===== config.mk =====
export PLATFORM = sky130hd
export DESIGN_NAME = requantize_stream
export DESIGN_NICKNAME = d
export VERILOG_FILES = /design/src/rtl/requant_pkg.sv /design/src/rtl/requant_lane.sv /design/src/rtl/requantize_stream.sv
export SDC_FILE = /design/constraint.sdc
export NUM_CORES = 1
export LEC_CHECK = 0
export BUFFER_PORTS_ARGS = -buffer_cell sky130_fd_sc_hd__buf_4
export CAP_MARGIN = 20
export CELL_PAD_IN_SITES_DETAIL_PLACEMENT = 1
export CELL_PAD_IN_SITES_GLOBAL_PLACEMENT = 2
export CORE_ASPECT_RATIO = 1.75
export CORE_MARGIN = 3
export CORE_UTILIZATION = 37
export DETAILED_ROUTE_END_ITERATION = 10
export PLACE_DENSITY = 0.94
export SETUP_SLACK_MARGIN = 0.1
export SLEW_MARGIN = 30
export SYNTH_ARGS = -nofsm -noshare
export SYNTH_HDL_FRONTEND = slang
export SYNTH_HIERARCHICAL = 1
export SYNTH_SLANG_ARGS = --single-unit

===== constraint.sdc =====
create_clock -name clock -period 2.16 [get_ports clock]
set_input_delay 0.324 -clock clock [delete_from_list [all_inputs] [get_ports clock]]
set_output_delay 0.324 -clock clock [all_outputs]
set_load 0.01 [all_outputs]

===== src/rtl/requant_pkg.sv =====
// rtl/requant_pkg.sv - shared widths, sat-flag vector type and signed clamp helper for the requantizer
package requant_pkg;

   localparam int DEF_IN_WIDTH  = 32;
   localparam int DEF_OUT_WIDTH = 8;
   localparam int DEF_SIZE      = 1;
   localparam int DEF_SHIFT_W   = 5;

   // Clamp arithmetic is done at a fixed wide width; IN_WIDTH+1 must not exceed it.
   localparam int MAX_W     = 64;
   localparam int MAX_LANES = 64;

   typedef logic [MAX_LANES-1:0] sat_vec_t;

   function automatic logic signed [MAX_W-1:0] clamp_signed(
      input logic signed [MAX_W-1:0] v,
      input int unsigned             ow
   );
      logic signed [MAX_W-1:0] hi;
      logic signed [MAX_W-1:0] lo;
      hi = $signed((MAX_W'(1) << (ow - 1)) - MAX_W'(1));
      lo = -$signed(MAX_W'(1) << (ow - 1));
      if (v > hi)
         clamp_signed = hi;
      else if (v < lo)
         clamp_signed = lo;
      else
         clamp_signed = v;
   endfunction

endpackage


===== src/rtl/requant_lane.sv =====
// rtl/requant_lane.sv - one lane: round-half-up shift (stage 1 comb) and clamp (stage 2 comb)
// REQUANT_STATS_EN adds the per-lane sat output.
module requant_lane
   import requant_pkg::*;
#(
   parameter int IN_WIDTH  = DEF_IN_WIDTH,
   parameter int OUT_WIDTH = DEF_OUT_WIDTH,
   parameter int SHIFT_W   = DEF_SHIFT_W
)(
   input  logic [IN_WIDTH-1:0]  x,
   input  logic [SHIFT_W-1:0]   shift_amt,
   output logic [IN_WIDTH:0]    r,
   input  logic [IN_WIDTH:0]    r_reg,
   output logic [OUT_WIDTH-1:0] pix
`ifdef REQUANT_STATS_EN
   ,
   output logic                 sat
`endif
);

   localparam logic [IN_WIDTH:0] ONE = (IN_WIDTH+1)'(1);

   logic signed [IN_WIDTH:0] t;
   logic signed [MAX_W-1:0]  wide;
   logic signed [MAX_W-1:0]  clamped;
   logic                     sat_flag;

   // One extra bit of headroom means the rounding bias can never wrap.
   always_comb begin
      t = $signed({x[IN_WIDTH-1], x});
      if (shift_amt != '0)
         t = t + $signed(ONE << (shift_amt - SHIFT_W'(1)));
      r = t >>> shift_amt;
   end

   always_comb begin
      wide     = MAX_W'($signed(r_reg));
      clamped  = clamp_signed(wide, OUT_WIDTH);
      pix      = clamped[OUT_WIDTH-1:0];
      sat_flag = (clamped != wide);
   end

`ifdef REQUANT_STATS_EN
   assign sat = sat_flag;
`else
   logic unused_sat;
   assign unused_sat = sat_flag;
`endif

endmodule


===== src/rtl/requantize_stream.sv =====
// rtl/requantize_stream.sv - two-stage valid/ready requantizer: SIZE lanes, runtime shift, round, saturate
// REQUANT_STATS_EN adds the sticky 32-bit saturated-lane counter sat_count.
module requantize_stream
   import requant_pkg::*;
#(
   parameter int IN_WIDTH  = DEF_IN_WIDTH,
   parameter int OUT_WIDTH = DEF_OUT_WIDTH,
   parameter int SIZE      = DEF_SIZE,
   parameter int SHIFT_W   = DEF_SHIFT_W
)(
   input  logic                      clock,
   input  logic                      reset,
   input  logic                      in_valid,
   output logic                      in_ready,
   input  logic [SHIFT_W-1:0]        shift_amt,
   input  logic [IN_WIDTH*SIZE-1:0]  pixel_in,
   output logic                      out_valid,
   input  logic                      out_ready,
   output logic [OUT_WIDTH*SIZE-1:0] pixel_out
`ifdef REQUANT_STATS_EN
   ,
   output logic [31:0]               sat_count
`endif
);

   logic                               s1_valid;
   logic [SIZE-1:0][IN_WIDTH:0]        s1_r;
   logic [SIZE-1:0][IN_WIDTH:0]        r_comb;
   logic [OUT_WIDTH*SIZE-1:0]          pix_comb;
   logic                               s2_load;
`ifdef REQUANT_STATS_EN
   logic [SIZE-1:0]                    lane_sat;
`endif

   assign s2_load  = s1_valid && (!out_valid || out_ready);
   assign in_ready = !s1_valid || s2_load;

   for (genvar i = 0; i < SIZE; i++) begin : g_lane
      requant_lane #(
         .IN_WIDTH  (IN_WIDTH),
         .OUT_WIDTH (OUT_WIDTH),
         .SHIFT_W   (SHIFT_W)
      ) u_lane (
         .x         (pixel_in[IN_WIDTH*i +: IN_WIDTH]),
         .shift_amt (shift_amt),
         .r         (r_comb[i]),
         .r_reg     (s1_r[i]),
         .pix       (pix_comb[OUT_WIDTH*i +: OUT_WIDTH])
`ifdef REQUANT_STATS_EN
         ,
         .sat       (lane_sat[i])
`endif
      );
   end

   always_ff @(posedge clock or negedge reset) begin
      if (!reset) begin
         s1_valid <= 1'b0;
         s1_r     <= '0;
      end else if (in_ready) begin
         s1_valid <= in_valid;
         if (in_valid)
            s1_r <= r_comb;
      end
   end

   // Output register: reloads on s2_load even while the current beat leaves, so no bubble.
   always_ff @(posedge clock or negedge reset) begin
      if (!reset) begin
         out_valid <= 1'b0;
         pixel_out <= '0;
      end else if (s2_load) begin
         out_valid <= 1'b1;
         pixel_out <= pix_comb;
      end else if (out_ready) begin
         out_valid <= 1'b0;
      end
   end

`ifdef REQUANT_STATS_EN
   sat_vec_t    sat_vec;
   logic [32:0] sat_sum;

   always_comb begin
      sat_vec           = '0;
      sat_vec[SIZE-1:0] = lane_sat;
      sat_sum           = {1'b0, sat_count};
      for (int i = 0; i < MAX_LANES; i++)
         sat_sum = sat_sum + 33'(sat_vec[i]);
   end

   always_ff @(posedge clock or negedge reset) begin
      if (!reset)
         sat_count <= '0;
      else if (s2_load)
         sat_count <= sat_sum[32] ? 32'hFFFF_FFFF : sat_sum[31:0];
   end
`endif

endmodule


After elaboration in Yosys (flattened, before gate mapping)

Cells that the tools add are included.

Add/subtract/negate cells: 2
Order comparisons: 2
Shift-type cells: 2
Mux-type cells: 5
Reductions and logical operators: 8

Operators with widths:

| cell                   | number |
|---|---|
| $add A32 B33 Y33       | 1 |
| $gt A33 B8 Y1 const B  | 1 |
| $lt A33 B8 Y1 const B  | 1 |
| $mux W33               | 1 |
| $shl A1 B5 Y33 const A | 1 |
| $sshr A33 B5 Y33       | 1 |
| $mux W8                | 2 |
| $reduce_bool A5 Y1     | 1 |
| $sub A5 B1 Y5 const B  | 1 |
| $logic_not A1 Y1       | 2 |
| $logic_or A1 B1 Y1     | 2 |
| $mux W1                | 2 |
| $reduce_and A2 Y1      | 1 |
| $reduce_bool A2 Y1     | 1 |
| $logic_and A1 B1 Y1    | 1 |

Flip-flop bits (word level): 43
Bits of input ports: 41
Output and inout bits: 10
Word-level logic and storage cells: 23

Logic depth before layout (Yosys ltp)

Depth after elaboration: 5
Gate-level depth with buffers: 19
Mapped depth without buffers: 16

Hierarchy

Netlist, hierarchy kept.

Modules (own cells, without submodules):

| module            | instances | cells each | area an instance (µm²) | sequential area each (µm²) |
|---|---|---|---|---|
| requant_lane      | 1         | 821        | 5290.1                 | 0.0 |
| requantize_stream | 1         | 93         | 1776.7                 | 1076.0 |

Worst setup path before layout

OpenSTA, ideal clock, no wires.

Path kind: input port to flip-flop
Start point: in shift_amt[2]
End point: reg s1_r[10] in the netlist's numbering
Setup time: 0.125 ns
Arrival time: 4.273 ns
Required time: 2.035 ns
Path slack: -2.238 ns
Cell stages on the path: 18
Buffers on the path: 5
Path through: clkbuf_1 > buf_1 > buf_2 > buf_1 > nand2_1 > nor2_1 > ha_1 > buf_2 > a21oi_1 > o21ai_1 > a21oi_1 > o31ai_1 > a21oi_1 > mux2_2 > o21ai_0 > nand4_1 > mux4_2 > mux2_4

RTL lines:

| what                 | line                    | text |
|---|---|---|
| from (decl)          | requantize_stream.sv:15 | `input logic [SHIFT_W-1:0] shift_amt,` |
| to (signal assigned) | requantize_stream.sv:63 | `s1_r <= r_comb;` |
| to (decl)            | requantize_stream.sv:27 | `logic [SIZE-1:0][IN_WIDTH:0] s1_r;` |

==> impl_results.md <==
* Final HPWL DP at 28870 um
* Part of the power in registers at 0.233
* Fillcell total at around 2100
* DR iter-0 viols at approximately 1400
* RSZ-0062 raised after global routing: yes
* Area Growth Syn to Fin at 67.97%
* Drt drc at 0
* MaxCap Viol Count at 0
* DIE HEIGHT at around 190 um
* Nets@finish at 1317
* Final setup fails at 33
* H-Tree Depth at 2
* CORE AREA at between 15000 and 20000 um^2
* Sequential share of the synthesized area at 0.1523
* Slowest cell delay on critical path at ~440 ps
* Via density at roughly 7.3
* ANT nets after route at 0
* Logic gate share of total power at 0.603
* Total internal power at 0.002936 W
* Mapped Area at a little over 7000 um^2
* Worst-path clk slew at approximately 60 ps
* Worst hold slack at approximately 20 ps
* Synth cell count leaders: nor2_1, nand2_1, a21oi_1
* Post-layout min period at ~4500 ps
* CTS buffer count at 5
* Fin. Hold Viols at 0
* Crit share post-route at 2.083
* CP max stage cell: o21ai_2
* Worst-path cell chain: buf_8 > nor2_1 > nand2_1 > buf_4 > nor2_1 > ha_2 > a21oi_4 > o21ai_1 > o21ai_2 > o211ai_1 > nand2_1 > xor2_1 > o22a_1 > buf_4 > o22a_1 > o211ai_1 > buf_4 > mux2_4 > mux2_4
* Hold Path Class: input pin to async pin
* Max IR drop VDD at approximately 740 uV
* Total congestion overflow at 0
* Syn. warnings at 6
* Run status: complete, but fails checks
* First-pass GRT wire length at 66900 um
* Wire per inst at 35.12 um
* Final Cell Area at about 12000 um^2
* Starting Density at 0.3787
* Tot GR Track Use at 0.4063
* Synth unique cells at 95
* Crit. End Element: register
* Leakage at a little over 5 nW
* Critical path origin: shift_amt[1]
* Initial DRT Pass Iterations at 6
* P_sw at around 0.0022 W
* Share of the synthesized area in the top cell type at 0.1523
* R2r endpoint: pixel_out[0]
* Share of layout cells above drive strength 1 at 0.5784
* Clk_lat worst skew at around 290 ps
* Most Frequent Cell on Critical Path: buf_4
* R2R Path Start: s1_r[27]
* Switch share at 0.4319
* Met1 WL at approximately 17000 um
* CP top delay family: compound AO/OA/AOI/OAI gates
* CTS tree: yes
* DR WL met3 at 5054 um
* Reg-to-reg slack, setup at around 140 ps
* Top layer in use: met4
* Initial antenna violation count at 1
* Actual slew at the worst max-slew pin at approximately 700 ps
* Crit start category: input pin
* I/O pin total at between 50 and 60
* Main synth FF type: dfrtp_1
* CP arrival at between 4000 and 5000 ps
* Via count at ~11000
* Worst Path Buf+Inv at 4
* Critical Path Fanout Max at 12
* Clock Skews at roughly 5.7 ps
* Failing checks: setup timing
* PD cells at 435.3 nW/um^2
* IO buf count at 50
* Leading post-synthesis cells by cell area: dfrtp_1, mux2_4, ha_1
* Vias in the first global route at around 11000
* Post-DP Area at 9886 um^2
* Relative slew margins at 0.5318
* Post-synthesis register bit count at 43
* Largest net degree at the start of global routing at 44
* Cells after Synth at 914
* Cell count along the critical path at 19
* Crit path kind: input pin to register
* Synth area leader: dfrtp_1
* Ys async rst share at 1.000
* Post-Syn Area per Cell at 7.732 um^2
* Die area at about 21000 um^2
* Die width at 110.5 um
* Met2 wire len at 23650 um
* FF-to-FF path depth at 6
* Most common cell in the synthesized netlist: nor2_1
* Post-route worst setup slack at -2340 ps
* Syn_nets at 988
* Row count at 66
* Clock share of power at 0.164
* Routability congestion estimate at between 1 and 1.5
* Fmax at ~0.22 GHz
* Total routed wirelength at about 52000 um
* Number of flops mapped to enable cells by yosys at 0
* Slew Limit Fails at 0
* Clock Path Buffers at 2
* Overall power at between 0.005 and 0.006 W
* CP Data Required Time at around 2300 ps
* CTS root buf: clkbuf_16
* CTS sink cnt at 43
## cell families after synthesis
group | Yosys count | share of synthesized area
xor+xnor | 24 | 0.03240
flops | 43 | 0.1523
buf+inv | 88 | 0.05949
mux | 83 | 0.1521
compound gates | 315 | 0.3189
fa+ha+maj | 33 | 0.05949
simple gates | 328 | 0.2254
## cell type report
cell class,count,area (um^2),area share
inverters,22,90.09,0.007589
diodes,2,5.005,0.0004216
multi-input cells,783,7153,0.6026
clock inverters,1,30.03,0.002530
repair buffers,388,3089,0.2603
flip-flops and latches,43,1076,0.09065
well taps,238,297.8,0.02509
clock buffers,6,128.9,0.01086
## how the worst max path moves through the flow
stage	endpoint	slack [ps]
2_1_floorplan	s1_r[4]	-1680
3_3_place_gp	s1_r[3]	-2170
3_5_place_dp	s1_r[0]	-2320
4_1_cts	s1_r[10]	-1690
5_1_grt	s1_r[4]	-2260
6_report	s1_r[4]	-2340
## metal layers
| metal | vias to the layer above | global-route usage |
|---|---|---|
| met4 | 0 | 0.3997 |
| li1 | 4117 | - |
| met1 | 5135 | 0.4099 |
| met3 | 510 | 0.06587 |
| met5 | - | 0 |
| met2 | 1104 | 0.6929 |
## through the flow
step / utilization / setup TNS, ps / setup slack [ps] / std cells
after CTS: 0.6045 / -50780 / -1690 / 1464
final: 0.6360 / -65690 / -2340 / 1483
after global placement: 0.5297 / -65790 / -2170 / 1427
after floorplan: - / -48260 / -1676 / 914
after detailed placement: 0.5297 / -69540 / -2322 / 1427
after global routing: 0.6358 / -65240 / -2260 / 1481
## flip-flops by register name, indices dropped and copies added (netlist names)
register and cells:
s1_r 33, out_valid 1, pixel_out 8, s1_valid 1
## worst register-to-register path, cell delays in order (launching register included)
cell	delay, ps
dfrtp_1	460
nor4_1	340
nand2_1	160
nor4_4	240
a41o_4	300
o21ai_1	120
mux2_2	290
## placed cells by master, fill, tap and decap left out, types with 12 or more instances in the layout
cell / count
mux2_2: 16
o211ai_1: 15
a211oi_2: 12
ha_1: 18
nand4_1: 25
nor2_4: 15
dfrtp_1: 43
buf_4: 360
a21oi_1: 38
a21oi_2: 29
mux2i_1: 17
mux2_4: 36
a21oi_4: 17
o21ai_0: 27
nand3_1: 19
o21ai_1: 20
buf_6: 17
nand2_1: 77
inv_1: 16
nor2_2: 19
nor2_1: 68
nor3_1: 14
a21o_1: 16
o21ai_2: 12
## power by group through the flow
stage	clock network, W	logic, W	registers (W)
after floorplan	0	0.00125	0.00113
after global placement	0	0.00216	0.00115
after detailed placement	0	0.00228	0.00118
after CTS	0.000854	0.00260	0.00118
after global routing	0.000890	0.00317	0.00121
final	0.000849	0.00312	0.00120
## timing repair
item | in CTS | in global routing
pin swaps | 90 | 57
setup buffers | 30 | 17
hold buffers | 0 | 0
resized for setup | 210 | 89
setup endpoints to repair | 40 | 39
cloned | 1 | 0
(Power assumes the default switching activity.)
